### config.mk
export PLATFORM = sky130hd
export DESIGN_NAME = i2c_fifo
export DESIGN_NICKNAME = d
export VERILOG_FILES = /design/src/rtl/i2c_fifo_pkg.sv /design/src/rtl/i2c_fifo_fwft.sv /design/src/rtl/i2c_fifo.sv
export SDC_FILE = /design/constraint.sdc
export NUM_CORES = 1
export LEC_CHECK = 0
export CAP_MARGIN = 20
export CELL_PAD_IN_SITES_DETAIL_PLACEMENT = 1
export CELL_PAD_IN_SITES_GLOBAL_PLACEMENT = 1
export CORE_UTILIZATION = 45
export CTS_CLUSTER_SIZE = 24
export DETAILED_ROUTE_END_ITERATION = 10
export PLACE_DENSITY = 0.79
export SYNTH_ARGS = -nofsm -noshare
export SYNTH_HDL_FRONTEND = slang
export SYNTH_SLANG_ARGS = --single-unit
### constraint.sdc
create_clock -name clk -period 3.4 [get_ports clk]
set_input_delay 0.34 -clock clk [delete_from_list [all_inputs] [get_ports clk]]
set_output_delay 0.34 -clock clk [all_outputs]
set_load 0.1 [all_outputs]
### src/rtl/i2c_fifo_pkg.sv
// Shared bit indices for the i2c_fifo interrupt status and error flag vectors.
package i2c_fifo_pkg;
  localparam int IRQ_RXTHR  = 0;
  localparam int IRQ_WSTOP  = 1;
  localparam int IRQ_RSTOP  = 2;
  localparam int IRQ_ERR    = 3;

  localparam int ERR_RX_OVF = 0;
  localparam int ERR_TX_OVF = 1;
  localparam int ERR_UDF    = 2;
endpackage

### src/rtl/i2c_fifo_fwft.sv
// Circular-buffer FIFO with first-word-fall-through head and per-cycle
// overflow/underflow event pulses.
module i2c_fifo_fwft #(
  parameter int AW = 4,
  parameter int DW = 32
) (
  input  logic          clk,
  input  logic          rst_n,
  input  logic          push,
  input  logic [DW-1:0] din,
  input  logic          pop,
  input  logic          clr,
  output logic [DW-1:0] dout,
  output logic [AW:0]   cnt,
  output logic          full,
  output logic          empty,
  output logic          ovf,
  output logic          udf
);
  localparam int         DEPTH_I = 1 << AW;
  localparam logic [AW:0] DEPTH  = (AW+1)'(DEPTH_I);

  logic [DW-1:0] mem [DEPTH_I];
  logic [AW-1:0] wr_ptr, rd_ptr;
  logic          push_ok, pop_ok;

  assign full  = (cnt == DEPTH);
  assign empty = (cnt == '0);

  // A pop frees a slot in the same edge, so push-while-full is fine if popping.
  assign push_ok = push & ~clr & (~full | pop);
  assign pop_ok  = pop  & ~clr & ~empty;
  assign ovf     = push & ~clr & full & ~pop;
  assign udf     = pop  & ~clr & empty;

  always_ff @(posedge clk or negedge rst_n) begin
    if (!rst_n) begin
      wr_ptr <= '0;
      rd_ptr <= '0;
      cnt    <= '0;
    end else if (clr) begin
      wr_ptr <= '0;
      rd_ptr <= '0;
      cnt    <= '0;
    end else begin
      if (push_ok) wr_ptr <= wr_ptr + AW'(1);
      if (pop_ok)  rd_ptr <= rd_ptr + AW'(1);
      case ({push_ok, pop_ok})
        2'b10:   cnt <= cnt + (AW+1)'(1);
        2'b01:   cnt <= cnt - (AW+1)'(1);
        default: cnt <= cnt;
      endcase
    end
  end

  // Storage is intentionally not reset.
  always_ff @(posedge clk) begin
    if (push_ok) mem[wr_ptr] <= din;
  end

  assign dout = mem[rd_ptr];
endmodule

### src/rtl/i2c_fifo.sv
// RX/TX word buffering between the I2C slave PHY and the CPU side, with
// level counters, sticky error flags and a single registered interrupt.
module i2c_fifo
  import i2c_fifo_pkg::*;
#(
  parameter int AW     = 4,
  parameter int DW     = 32,
  parameter int RX_THR = 8
) (
  input  logic          clk,
  input  logic          rst_n,
  input  logic          phy_push,
  input  logic [DW-1:0] phy_dout,
  output logic          phy_full,
  input  logic          phy_pop,
  output logic [DW-1:0] phy_din,
  output logic          phy_empty,
  input  logic          phy_wstop,
  input  logic          phy_rstop,
  input  logic          phy_rerr,
  input  logic          cpu_rd,
  output logic [DW-1:0] cpu_rdata,
  input  logic          cpu_wr,
  input  logic [DW-1:0] cpu_wdata,
  input  logic          clr_rx,
  input  logic          clr_tx,
  output logic [AW:0]   rx_cnt,
  output logic [AW:0]   tx_cnt,
  input  logic [3:0]    irq_en,
  input  logic [3:0]    irq_ack,
  output logic [3:0]    irq_stat,
  output logic [2:0]    err_flags,
  output logic          irq
);
  logic       rx_empty, tx_full;
  logic       rx_ovf, rx_udf, tx_ovf, tx_udf;
  logic [2:0] err_set;
  logic [3:0] sticky_set, sticky;

  i2c_fifo_fwft #(.AW(AW), .DW(DW)) u_rx (
    .clk(clk), .rst_n(rst_n),
    .push(phy_push), .din(phy_dout), .pop(cpu_rd), .clr(clr_rx),
    .dout(cpu_rdata), .cnt(rx_cnt), .full(phy_full), .empty(rx_empty),
    .ovf(rx_ovf), .udf(rx_udf)
  );

  i2c_fifo_fwft #(.AW(AW), .DW(DW)) u_tx (
    .clk(clk), .rst_n(rst_n),
    .push(cpu_wr), .din(cpu_wdata), .pop(phy_pop), .clr(clr_tx),
    .dout(phy_din), .cnt(tx_cnt), .full(tx_full), .empty(phy_empty),
    .ovf(tx_ovf), .udf(tx_udf)
  );

  always_comb begin
    err_set             = '0;
    err_set[ERR_RX_OVF] = rx_ovf;
    err_set[ERR_TX_OVF] = tx_ovf;
    err_set[ERR_UDF]    = rx_udf | tx_udf;

    sticky_set            = '0;
    sticky_set[IRQ_WSTOP] = phy_wstop;
    sticky_set[IRQ_RSTOP] = phy_rstop;
    sticky_set[IRQ_ERR]   = phy_rerr | (|err_set);
  end

  // Set beats ack; bit 0 is the level source and never latches.
  always_ff @(posedge clk or negedge rst_n) begin
    if (!rst_n) begin
      sticky    <= '0;
      err_flags <= '0;
      irq       <= 1'b0;
    end else begin
      sticky    <= ((sticky & ~irq_ack) | sticky_set) & 4'b1110;
      err_flags <= (err_flags & ~{3{irq_ack[IRQ_ERR]}}) | err_set;
      irq       <= |(irq_stat & irq_en);
    end
  end

  assign irq_stat = sticky | {3'b000, (rx_cnt >= (AW+1)'(RX_THR))};

  // Full/empty of the unobserved sides feed no port; fold them into nothing.
  logic unused_flags;
  assign unused_flags = rx_empty ^ tx_full;
endmodule

==> impl_metrics.toml <==
[outcome]
status = "finished clean"

[place]
finalWeightedCongestion = 0.789
portBuffers = 165
dp_hpwl_um = 51000

[synth]
synth_commonest_cells = "1024 x edfxtp_1, 320 x mux4_2, 33 x dfrtp_1"
yosys_warnings = 0
yosysTopAreaCell = "edfxtp_1"
synth_nets = 1794
async_flop_share_pct = 3.12
syn_area_um2 = 40900
synth_top_flop_cell = "edfxtp_1"
synth_seq_cells = 1057
ys_seq_area_share_pct = 77.3
synth_most_common_cell = "edfxtp_1"
ys_types = 60
synth_area_leaders = "edfxtp_1 75%, mux4_2 18%, dfrtp_1 2.0%"
synthCells = 1697
synth_edf_count = 1024
syn_avg_cell_area_um2 = 24.1
yosysTopAreaCellShare_pct = 75.3

[sta]
setup_viol = 0
fmax_ghz = 0.301
finalMaxSlewViolations = 0
final.setup.tns_ns = 0
fin_skew_ns = 0.0526
fin_crit_sh_pct = 97.6
rsz0062_at_grt = "no"
hold_violations = 0
tightest_slew_ns = 0.999
slew_headroom_pct = 33.2
period_needed_ns = 3.32

[clock_network]
path_clk_slew_ns = 0.06
clock-sinks = 1057
worstSkewPairLatency_ns = 0.71
cts-root-buf = "clkbuf_16"
htreeDepth = 3
cts_buffer_depth = 3
cts_tree = "yes"
cts_made_buffers = 105

[die]
die_y_um = 303
die_area_um2 = 92000
die_x_um = 303
start_util_pct = 45.4
fp-row-count = 110
coreArea_um2 = 90000
io_pins = 167

[layout]
syn2layout_area_growth_pct = 19.1
nFillCells = 7643
nets = 2056
drive_gt1_share_pct = 32.2
seq_area_um2 = 31600
multi_input_area_um2 = 8740

[hold_path]
hold_path_depth = 3
min_path_type = "primary input to flip-flop"

[power]
finalPower_w = 0.0353
internal-power_w = 0.0247
switching_power_w = 0.0106
pwr-share-seq_pct = 41.9
p_clk_share_pct = 32.3
p_leak_nw = 15.1
ir_worst_vdd_mv = 0.662
p_per_area_nw_per_um2 = 725
pwr-share-comb_pct = 25.8
swShare_pct = 30.0

[grt]
globalRouteMet1Util_pct = 26.4
use_met2_pct = 38.6
gr-max-usage-layer = "met2"
grt_pass1_wl_um = 141000
gr-usage-all-layers_pct = 21.4
met3_usage_pct = 3.93
antenna_found_initial = 10
grt_overflow = 0
grt_max_degree = 57
grt_pass1_vias = 20800

[job]
max_cap_viol_count = 0

[worst_setup_path]
crit_arrival_ns = 2.98
startpoint_type = "flip-flop"
critical_path_class = "flip-flop to output pin"
rr_worst_depth = 8
endpoint_kind = "output pin"
worstPathRequired_ns = 3.06
cp_max_fo = 40

[route]
drt_wl_total_um = 96600
wire_per_inst_um = 30.0
drt_iter0_drc = 1772
vias_per_cell = 5.92
num_vias = 19100
ant_nets = 0
drc_errors = 0
firstDrtPassIters = 5
-- worst max-delay path: stages (launching register included) --
cell     delay, ns
dfrtp_4       0.83
buf_12        0.31
mux4_2        0.37
mux4_2        0.53
buf_12        0.19
-- per-stage QoR --
stage                     util [%]  instances  worst slack (ns)  hold WS [ns]  area (um^2)
after CTS                     54.0       3220            0.0278         0.158        48700
after global placement        50.1       3017             0.577         0.469        45100
final                         54.1       3223            0.0811         0.213        48700
after global routing          54.1       3222            0.0110         0.214        48700
after detailed placement      50.1       3017             0.475         0.479        45100
after floorplan                  -       1697             0.126        0.0444        40900
-- cell families after synthesis --
logic type	count (synthesis)	share of synthesized area, %
DFF	1057	77.3
muxes	324	17.7
and+or+nand+nor	119	1.75
buffers and inverters	106	1.43
AOI/OAI and AO/OA	63	1.07
xor gates and xnor gates	14	0.300
adders and majority gates	14	0.429
-- cell type report --
cell class | instances | share of cell area, %
tap | 1176 | 3.02
antenna | 3 | 0.0154
inverter | 20 | 0.154
clock inverter | 67 | 1.39
clock buffer | 125 | 5.60
sequential | 1057 | 64.9
timing repair buffer | 241 | 6.92
multi-input combinational | 534 | 18.0
-- path summary, 6_finish.rpt --
path	end	from	slack [ns]
worst max-delay path	phy_din[21]	u_tx.rd_ptr[1]	0.08
worst min-delay path	irq	irq_en[0]	0.21
worst max register to register	u_rx.cnt[4]	u_rx.cnt[0]	0.70
worst min register to register	sticky[1]	sticky[1]	0.51
max in group asynchronous	u_tx.rd_ptr[0]	rst_n	2.52
min in group asynchronous	u_rx.cnt[2]	rst_n	0.29
-- power groups by stage --
stage | sequential (W) | clock (W) | combinational (W)
after floorplan | 0.0153 | 0 | 0.00618
after global placement | 0.0151 | 0 | 0.00875
after detailed placement | 0.0151 | 0 | 0.00893
after CTS | 0.0148 | 0.0116 | 0.00920
after global routing | 0.0148 | 0.0120 | 0.00951
final | 0.0148 | 0.0114 | 0.00909
-- routing by layer --
layer / wire length [um] / share of wire (%)
met4: 1880 / 2.0
met2: 52400 / 54
met5: 89 / 0.092
met3: 6160 / 6.4
met1: 36100 / 37
-- cells in the final DEF (no fill, tap or decap), types with 8 or more instances in the layout --
| master | count |
|---|---|
| inv_1 | 19 |
| clkbuf_16 | 106 |
| o211ai_1 | 8 |
| dfrtp_1 | 25 |
| bufinv_16 | 9 |
| xor2_1 | 8 |
| buf_4 | 36 |
| nor3_1 | 11 |
| nand2b_1 | 10 |
| mux4_2 | 320 |
| clkdlybuf4s50_1 | 98 |
| clkbuf_1 | 19 |
| nor2_1 | 17 |
| clkinv_2 | 20 |
| ha_1 | 14 |
| a21oi_1 | 11 |
| clkinv_1 | 23 |
| and2_2 | 28 |
| buf_12 | 101 |
| edfxtp_1 | 1024 |
-- state kept, by name (all words and copies together), names as in the netlist --
signal       cells
u_tx.mem       512
sticky           3
u_rx.mem       512
irq              1
u_tx.rd_ptr      4
u_rx.wr_ptr      4
u_tx.cnt         5
u_tx.wr_ptr      4
u_rx.cnt         5
err_flags        3
u_rx.rd_ptr      4
-- timing repair --
item | in CTS | in global routing
endpoints found under the hold margin | 33 | 0
setup buffers | 10 | 0
setup endpoints to repair | 48 | 0
resized for setup | 3 | 0
hold buffers | 1 | 0
Note: power is estimated with default switching activity, not from simulation.
